<file path="src/rtl/dmem_arbiter_if.sv">
// Bundle of per-core data-memory request/response signals plus the shared memory port.
// The arbiter uses the slave view; the cores and the RAM together form the master view.
interface dmem_arbiter_if #(
    parameter int N_CORES = 4,
    parameter int AW      = 16,
    parameter int DW      = 16
);
    logic [N_CORES-1:0]    core_rd;
    logic [N_CORES-1:0]    core_wr;
    logic [N_CORES*AW-1:0] core_addr;
    logic [N_CORES*DW-1:0] core_wdata;
    logic [DW-1:0]         core_rdata;
    logic [N_CORES-1:0]    core_ack;
    logic [AW-1:0]         mem_addr;
    logic [DW-1:0]         mem_wdata;
    logic                  mem_rd;
    logic                  mem_wr;
    logic [DW-1:0]         mem_rdata;

    modport master (
        output core_rd, core_wr, core_addr, core_wdata, mem_rdata,
        input  core_rdata, core_ack, mem_addr, mem_wdata, mem_rd, mem_wr
    );

    modport slave (
        input  core_rd, core_wr, core_addr, core_wdata, mem_rdata,
        output core_rdata, core_ack, mem_addr, mem_wdata, mem_rd, mem_wr
    );
endinterface

</file>
<file path="src/rtl/dmem_arbiter.sv">
// Shares one single-port data RAM between N_CORES cores, one 4-cycle transaction at a time.
// Define DMEM_ARB_RR_EN for round-robin selection; otherwise the lowest requesting index wins.
module dmem_arbiter #(
    parameter int N_CORES = 4,
    parameter int AW      = 16,
    parameter int DW      = 16
) (
    input  logic                       clk,
    input  logic                       rst,
    dmem_arbiter_if.slave              bus,
    output logic [$clog2(N_CORES)-1:0] grant_id,
    output logic                       busy
);
    localparam int GW = $clog2(N_CORES);

    typedef enum logic [1:0] {IDLE, ISSUE, CAPT, ACK} state_e;

    state_e         state_q, state_d;
    logic [GW-1:0]  grant_q, grant_d;
    logic           op_wr_q, op_wr_d;
    logic [AW-1:0]  addr_q, addr_d;
    logic [DW-1:0]  wdata_q, wdata_d;
    logic [DW-1:0]  rdata_q, rdata_d;

    logic [N_CORES-1:0] req;
    logic               win_found;
    logic [GW-1:0]      win_idx;
    logic [GW-1:0]      cand;

`ifdef DMEM_ARB_RR_EN
    logic [GW-1:0] p_q, p_d;

    function automatic logic [GW-1:0] rr_index(input logic [GW-1:0] base, input int offset);
        int sum;
        sum = int'(base) + offset;
        if (sum >= N_CORES) sum = sum - N_CORES;
        return GW'(sum);
    endfunction
`endif

    // Winner scan starts at the priority pointer (round-robin) or at index 0 (fixed).
    always_comb begin
        req       = bus.core_rd | bus.core_wr;
        win_found = 1'b0;
        win_idx   = '0;
        cand      = '0;
        for (int k = 0; k < N_CORES; k++) begin
`ifdef DMEM_ARB_RR_EN
            cand = rr_index(p_q, k);
`else
            cand = GW'(k);
`endif
            if (!win_found && req[cand]) begin
                win_found = 1'b1;
                win_idx   = cand;
            end
        end
    end

    always_comb begin
        state_d = state_q;
        grant_d = grant_q;
        op_wr_d = op_wr_q;
        addr_d  = addr_q;
        wdata_d = wdata_q;
        rdata_d = rdata_q;
`ifdef DMEM_ARB_RR_EN
        p_d     = p_q;
`endif
        case (state_q)
            IDLE: begin
                if (win_found) begin
                    state_d = ISSUE;
                    grant_d = win_idx;
                    op_wr_d = bus.core_wr[win_idx];
                    addr_d  = bus.core_addr[int'(win_idx)*AW +: AW];
                    wdata_d = bus.core_wdata[int'(win_idx)*DW +: DW];
                end
            end
            ISSUE: state_d = CAPT;
            CAPT: begin
                if (!op_wr_q) rdata_d = bus.mem_rdata;
                state_d = ACK;
            end
            ACK: begin
`ifdef DMEM_ARB_RR_EN
                p_d = (int'(grant_q) == N_CORES - 1) ? '0 : grant_q + 1'b1;
`endif
                state_d = IDLE;
            end
            default: state_d = IDLE;
        endcase
    end

    always_ff @(posedge clk) begin
        if (rst) begin
            state_q <= IDLE;
            grant_q <= '0;
            op_wr_q <= 1'b0;
            addr_q  <= '0;
            wdata_q <= '0;
            rdata_q <= '0;
`ifdef DMEM_ARB_RR_EN
            p_q     <= '0;
`endif
        end else begin
            state_q <= state_d;
            grant_q <= grant_d;
            op_wr_q <= op_wr_d;
            addr_q  <= addr_d;
            wdata_q <= wdata_d;
            rdata_q <= rdata_d;
`ifdef DMEM_ARB_RR_EN
            p_q     <= p_d;
`endif
        end
    end

    // The latches only change on acceptance/capture, so the memory bus and read data hold between uses.
    assign bus.mem_addr   = addr_q;
    assign bus.mem_wdata  = wdata_q;
    assign bus.core_rdata = rdata_q;
    assign bus.mem_rd     = (state_q == ISSUE) && !op_wr_q;
    assign bus.mem_wr     = (state_q == ISSUE) && op_wr_q;
    assign grant_id       = grant_q;
    assign busy           = (state_q != IDLE);

    always_comb begin
        bus.core_ack = '0;
        if (state_q == ACK) bus.core_ack[grant_q] = 1'b1;
    end
endmodule
</file>
<file path="src/flat_wrapper.sv">
// flat-port wrapper written by rule: the top's interface ports become plain ports
module dmem_arbiter_flat 
#(
    parameter int N_CORES = 4,
    parameter int AW      = 16,
    parameter int DW      = 16
)
  (clk, rst, grant_id, busy, bus_core_rd, bus_core_wr, bus_core_addr, bus_core_wdata, bus_mem_rdata, bus_core_rdata, bus_core_ack, bus_mem_addr, bus_mem_wdata, bus_mem_rd, bus_mem_wr);
  dmem_arbiter_if #(.N_CORES(N_CORES), .AW(AW), .DW(DW)) bus_i ();
  input  logic clk;
  input  logic rst;
  output logic [$clog2(N_CORES)-1:0] grant_id;
  output logic busy;
  input wire logic [$bits(bus_i.core_rd)-1:0] bus_core_rd;
  input wire logic [$bits(bus_i.core_wr)-1:0] bus_core_wr;
  input wire logic [$bits(bus_i.core_addr)-1:0] bus_core_addr;
  input wire logic [$bits(bus_i.core_wdata)-1:0] bus_core_wdata;
  input wire logic [$bits(bus_i.mem_rdata)-1:0] bus_mem_rdata;
  output wire logic [$bits(bus_i.core_rdata)-1:0] bus_core_rdata;
  output wire logic [$bits(bus_i.core_ack)-1:0] bus_core_ack;
  output wire logic [$bits(bus_i.mem_addr)-1:0] bus_mem_addr;
  output wire logic [$bits(bus_i.mem_wdata)-1:0] bus_mem_wdata;
  output wire logic [$bits(bus_i.mem_rd)-1:0] bus_mem_rd;
  output wire logic [$bits(bus_i.mem_wr)-1:0] bus_mem_wr;
  assign bus_i.core_rd = bus_core_rd;
  assign bus_i.core_wr = bus_core_wr;
  assign bus_i.core_addr = bus_core_addr;
  assign bus_i.core_wdata = bus_core_wdata;
  assign bus_i.mem_rdata = bus_mem_rdata;
  assign bus_core_rdata = bus_i.core_rdata;
  assign bus_core_ack = bus_i.core_ack;
  assign bus_mem_addr = bus_i.mem_addr;
  assign bus_mem_wdata = bus_i.mem_wdata;
  assign bus_mem_rd = bus_i.mem_rd;
  assign bus_mem_wr = bus_i.mem_wr;
  dmem_arbiter #(.N_CORES(N_CORES), .AW(AW), .DW(DW)) u_core (.clk(clk), .rst(rst), .bus(bus_i), .grant_id(grant_id), .busy(busy));
endmodule
</file>
<file path="config.mk">
export PLATFORM = sky130hd
export DESIGN_NAME = dmem_arbiter_flat
export DESIGN_NICKNAME = d
export VERILOG_FILES = /design/src/rtl/dmem_arbiter_if.sv /design/src/rtl/dmem_arbiter.sv /design/src/flat_wrapper.sv
export SDC_FILE = /design/constraint.sdc
export NUM_CORES = 1
export LEC_CHECK = 0
export BUFFER_PORTS_ARGS = -buffer_cell sky130_fd_sc_hd__buf_2
export CORE_MARGIN = 5
export CORE_UTILIZATION = 40
export DETAILED_ROUTE_END_ITERATION = 16
export PLACE_DENSITY = 0.89
export REMOVE_ABC_BUFFERS = 1
export SKIP_LAST_GASP = 1
export SLEW_MARGIN = 10
export SYNTH_ARGS = -nofsm -noshare
export SYNTH_HDL_FRONTEND = slang
export SYNTH_SLANG_ARGS = --single-unit
</file>
<file path="constraint.sdc">
create_clock -name clk -period 2.52 [get_ports clk]
set_input_delay 0.756 -clock clk [delete_from_list [all_inputs] [get_ports clk]]
set_output_delay 0.756 -clock clk [all_outputs]
set_load 0.005 [all_outputs]
</file>
### After elaboration in Yosys (flattened, before gate mapping)

Index checks and enable logic that the tools add are counted.
W data, S select, Z words.

* register bits after elaboration: 53
* input port bits: 154
* output and inout port bits: 57
* word-level logic and storage cells: 45

* magnitude comparators: 3
* eq/ne operators: 4
* shifts and indexed selects: 2
* multiplexer cells: 14
* bitwise logic cells: 2
* reduce and logical (&&, ||, !) cells: 14

Operators with widths (number)
* $shiftx A64 B7 Y16: 2
* $pmux W2 S4: 1
* $mux W1: 7
* $logic_and A1 B1 Y1: 6
* $lt A2 B3 Y1 const B: 2
* $mux W2: 3
* $eq A2 B2 Y1 const B: 2
* $logic_not A1 Y1: 4
* $mux W4: 1
* $or A4 B4 Y4: 1
* $reduce_and A2 Y1: 2
* $bmux W1 S2: 1
* $demux W1 S2: 1
* $eq A2 B1 Y1 const B: 1
* $ge A2 B1 Y1 const B: 1
* $logic_not A2 Y1: 1
* $ne A2 B1 Y1 const B: 1
* $reduce_bool A2 Y1: 1
* $not A1 Y1: 1

### Logic depth before layout (Yosys ltp)

* depth after elaboration: 13
* depth in mapped cells: 7
* mapped depth without buffers: 6

### Worst setup path before layout

OpenSTA, ideal clock, no wires.

* path kind: input to register
* start point: in bus_core_wr[1]
* end point: reg u_core.state_q[1]
* setup time: 0.128 ns
* arrival: 1.975 ns
* data required time: 2.392 ns
* setup slack: 0.417 ns
* cell stages on the path: 5
* buffers on the path: 1
* cell sequence: or4_4 -> buf_6 -> or3_4 -> mux2i_1 -> nor2_1

* word-level cells in the longest chain between the ends: 10

RTL lines
* from (decl): line flat_wrapper.sv:15 `input wire logic [$bits(bus_i.core_wr)-1:0] bus_core_wr;`
* $or A4 B4 Y4 (*): line dmem_arbiter.sv:43 `req = bus.core_rd | bus.core_wr;`
* $logic_and A1 B1 Y1 (*): line dmem_arbiter.sv:53 `if (!win_found && req[cand]) begin`
* $mux W1 (*): line dmem_arbiter.sv:53
* $logic_not A1 Y1: line dmem_arbiter.sv:53
* $logic_and A1 B1 Y1: line dmem_arbiter.sv:53
* $mux W1 (*): line dmem_arbiter.sv:53
* $logic_not A1 Y1: line dmem_arbiter.sv:53
* $logic_and A1 B1 Y1: line dmem_arbiter.sv:53
* $mux W1 (*): line dmem_arbiter.sv:53
* $ne A2 B1 Y1 (no line) (*)
* to (signal assigned): line dmem_arbiter.sv:107 `state_q <= state_d;`
* to (decl): line dmem_arbiter.sv:18 `state_e state_q, state_d;`

Mark *: on every way between the ends. The rest lies on a longest branch, timed or not.
A chain may end at the register's enable or synchronous reset.

### Worst setup path after layout

* start point: reg u_core.state_q[1]
* end point: out busy

* word-level cells in the longest chain between the ends: 1

RTL lines
* $reduce_bool A2 Y1: line dmem_arbiter.sv:126 `assign busy = (state_q != IDLE);`
* to (decl): line flat_wrapper.sv:13 `output logic busy;`

Every way passes these cells.

==> results_dict.tcl <==
set metrics [dict create \
    grt_max_degree 24 \
    hpwl_um 7996 \
    worstMarginPinSlew_ns 1.080 \
    cts_buffers 5 \
    drv_slew 0 \
    clock.fmax_ghz 0.4773 \
    status "finished, final reports clean" \
    synth_edf_count 0 \
    hold_class "flop to flop" \
    first_pass_iters 4 \
    crit_fanout 7 \
    min_path_cells 2 \
    gp_congestion 0.8904 \
    synthFlopType "dfxtp_1" \
    place_area_um2 3822 \
    slew_headroom 0.2787 \
    dp.cells 613 \
    drt-initial-drc-count 169 \
    max_cap_viol_count 0 \
    cp-end-kind "output port" \
    ys_seq_area_frac 0.3946 \
    whs_endpoint "u_core.bus.mem_addr[7]" \
    postRouteAntennaNets 0 \
    reg2reg_slack_ns 0.63 \
    yosysWarnings 0 \
    initial_utilization 0.4163 \
    tns_ns 0 \
    finalNetCount 702 \
    postSynthCellCount 342 \
    drive_gt1_frac 0.4393 \
    die_area_um2 8462 \
    via_per_inst 5.515 \
    r2r_end "u_core.bus.core_rdata[2]" \
    yosys_register_bits 53 \
    ir_drop_mv 0.3724 \
    syn2layout_area_growth_pct 46.49 \
    p_leak_nw 1.889 \
    ys_types 36 \
    cts.htree.levels 2 \
    synthArstFlopShare 0 \
    synth_area_per_cell_um2 7.862 \
    die_h_um 91.99 \
    grt_setup_unrepaired "false" \
    cts.sinks 53 \
    finalHoldViolations 0 \
    drc 0 \
    die_x_um 91.99 \
    io_buffers 210 \
    critical_path_class "flop to output port" \
    io_pins 211 \
    r2r_cells 5 \
    design_area_um2 3939 \
    nFillCells 585 \
    cts-resized-gates 0 \
    antenna-diode-count 0 \
    r2r_start "u_core.state_q[0]" \
    critPathLaunchType "flop" \
    fin_skew_ns 0.003948 \
    setup_viol 0 \
    clk_pin_slew_ns 0.09 \
    grt_pass1_vias 3379 \
    finalNonFillerCells 621 \
    hold_buffers 0 \
    whs_ns 0.4541 \
    post_cts_buffers 0 \
    grt_first_pass_wirelength_um 16240 \
    cts_buffer_depth 2 \
    hold_start "u_core.bus.mem_addr[7]" \
    coreArea_um2 6459 \
    wirelength_um 10290 \
    insertion_delay_ns 0.30 \
    cp.required_ns 1.76 \
    route.vias.total 3425 \
    syn-cell-area_um2 2689 \
    routedWlPerCell_um 16.57 \
    period_share 0.8314 \
    multi_input_area_um2 1381 \
    antenna_found_initial 0 \
    regArea_um2 1061 \
    cts_tree "built" \
    grt_use_total 0.2342 \
    grt_overflow 0 \
    power_density_nw_per_um2 683.3 \
    placementRows 29 \
    worst_ep_arrival_time_ns 1.34 \
    post-route-util 0.6098 \
    min_period_ns 2.095 \
    root_buffer "clkbuf_8" \
]
cells by family after synthesis:
kind of cell	after synthesis	share of synthesized area
AO/OA/AOI/OAI	124	0.3299
AND/OR/NAND/NOR	94	0.1531
buffers and inverters	65	0.09539
flip-flops	53	0.3946
adder cells (fa/ha/maj)	5	0.02327
multiplexers	1	0.003723
stage by stage:
step	setup WS (ns)	power [mW]
after global routing	0.3107	2.876
after floorplan	-0.6183	1.598
after global placement	0.3131	2.068
final	0.4248	2.691
after CTS	0.4119	2.705
after detailed placement	0.2878	2.105
routing by layer:
layer	GRT usage	share of wire	vias up
met5	0	0	-
met4	0.05446	0.016	0
met3	0.06219	0.11	18
met2	0.4355	0.50	219
met1	0.2663	0.37	1548
li1	-	-	1640
cells in the mapped netlist (2+ instances only):
cell	count	share of area
a211oi_1	2	0.0056
a21oi_1	19	0.035
a221oi_1	31	0.10
buf_2	4	0.0074
clkbuf_1	23	0.032
dfxtp_1	53	0.39
ha_1	5	0.023
inv_1	36	0.050
nand2_1	36	0.050
nand2b_1	2	0.0047
nand3_1	2	0.0037
nor2_1	39	0.054
nor2b_1	4	0.0093
o21ai_0	34	0.063
o32ai_1	31	0.10
sequential cells by signal, indices dropped and copies added (netlist names):
register / cells
u_core.op_wr_q: 1
u_core.bus.mem_addr: 16
u_core.grant_id: 2
u_core.bus.mem_wdata: 16
u_core.state_q: 2
u_core.bus.core_rdata: 16
critical path, stage by stage, from the launching register on:
cell and delay (ns):
dfxtp_1 0.35, inv_1 0.11, ha_1 0.32, inv_1 0.12, buf_2 0.15
how the worst max path moves through the flow:
stage / from / to / slack [ns] / cells past startpoint
2_1_floorplan: bus_core_wr[0] / u_core.bus.mem_addr[0] / -0.62 / 4
3_3_place_gp: bus_core_wr[1] / u_core.state_q[1] / 0.31 / 5
3_5_place_dp: bus_core_wr[1] / u_core.bus.mem_addr[11] / 0.29 / 5
4_1_cts: u_core.state_q[1] / busy / 0.41 / 4
5_1_grt: u_core.state_q[1] / busy / 0.31 / 4
6_report: u_core.state_q[1] / busy / 0.42 / 4
layout make-up:
| class | instances | area share |
|---|---|---|
| Multi-Input combinational cell | 224 | 0.3507 |
| Timing Repair Buffer | 223 | 0.2916 |
| Sequential cell | 53 | 0.2694 |
| Inverter | 36 | 0.03431 |
| Tap cell | 77 | 0.02446 |
| Clock buffer | 7 | 0.02192 |
| Clock inverter | 1 | 0.007624 |
placed cells by master, fill, tap and decap left out, types with 2 or more instances in the layout:
cell / Yosys / routed
ha_1: 5 / 5
inv_1: 36 / 36
buf_2: 4 / 210
nor2b_1: 4 / 3
a221oi_1: 31 / 31
o21ai_0: 34 / 33
nand2_1: 36 / 36
a21oi_1: 19 / 19
buf_4: 0 / 13
a211oi_1: 2 / 2
nand2b_1: 2 / 2
nand3_1: 2 / 2
o21ai_2: 1 / 2
nor2_1: 39 / 39
dfxtp_1: 53 / 53
clkbuf_8: 0 / 6
o32ai_1: 31 / 31
report_power, final:
part / internal (mW) / switching, mW
Combinational: 0.441 / 0.518
Clock: 0.324 / 0.279
Sequential: 1.02 / 0.107
Power figures use the tool's default switching activity.
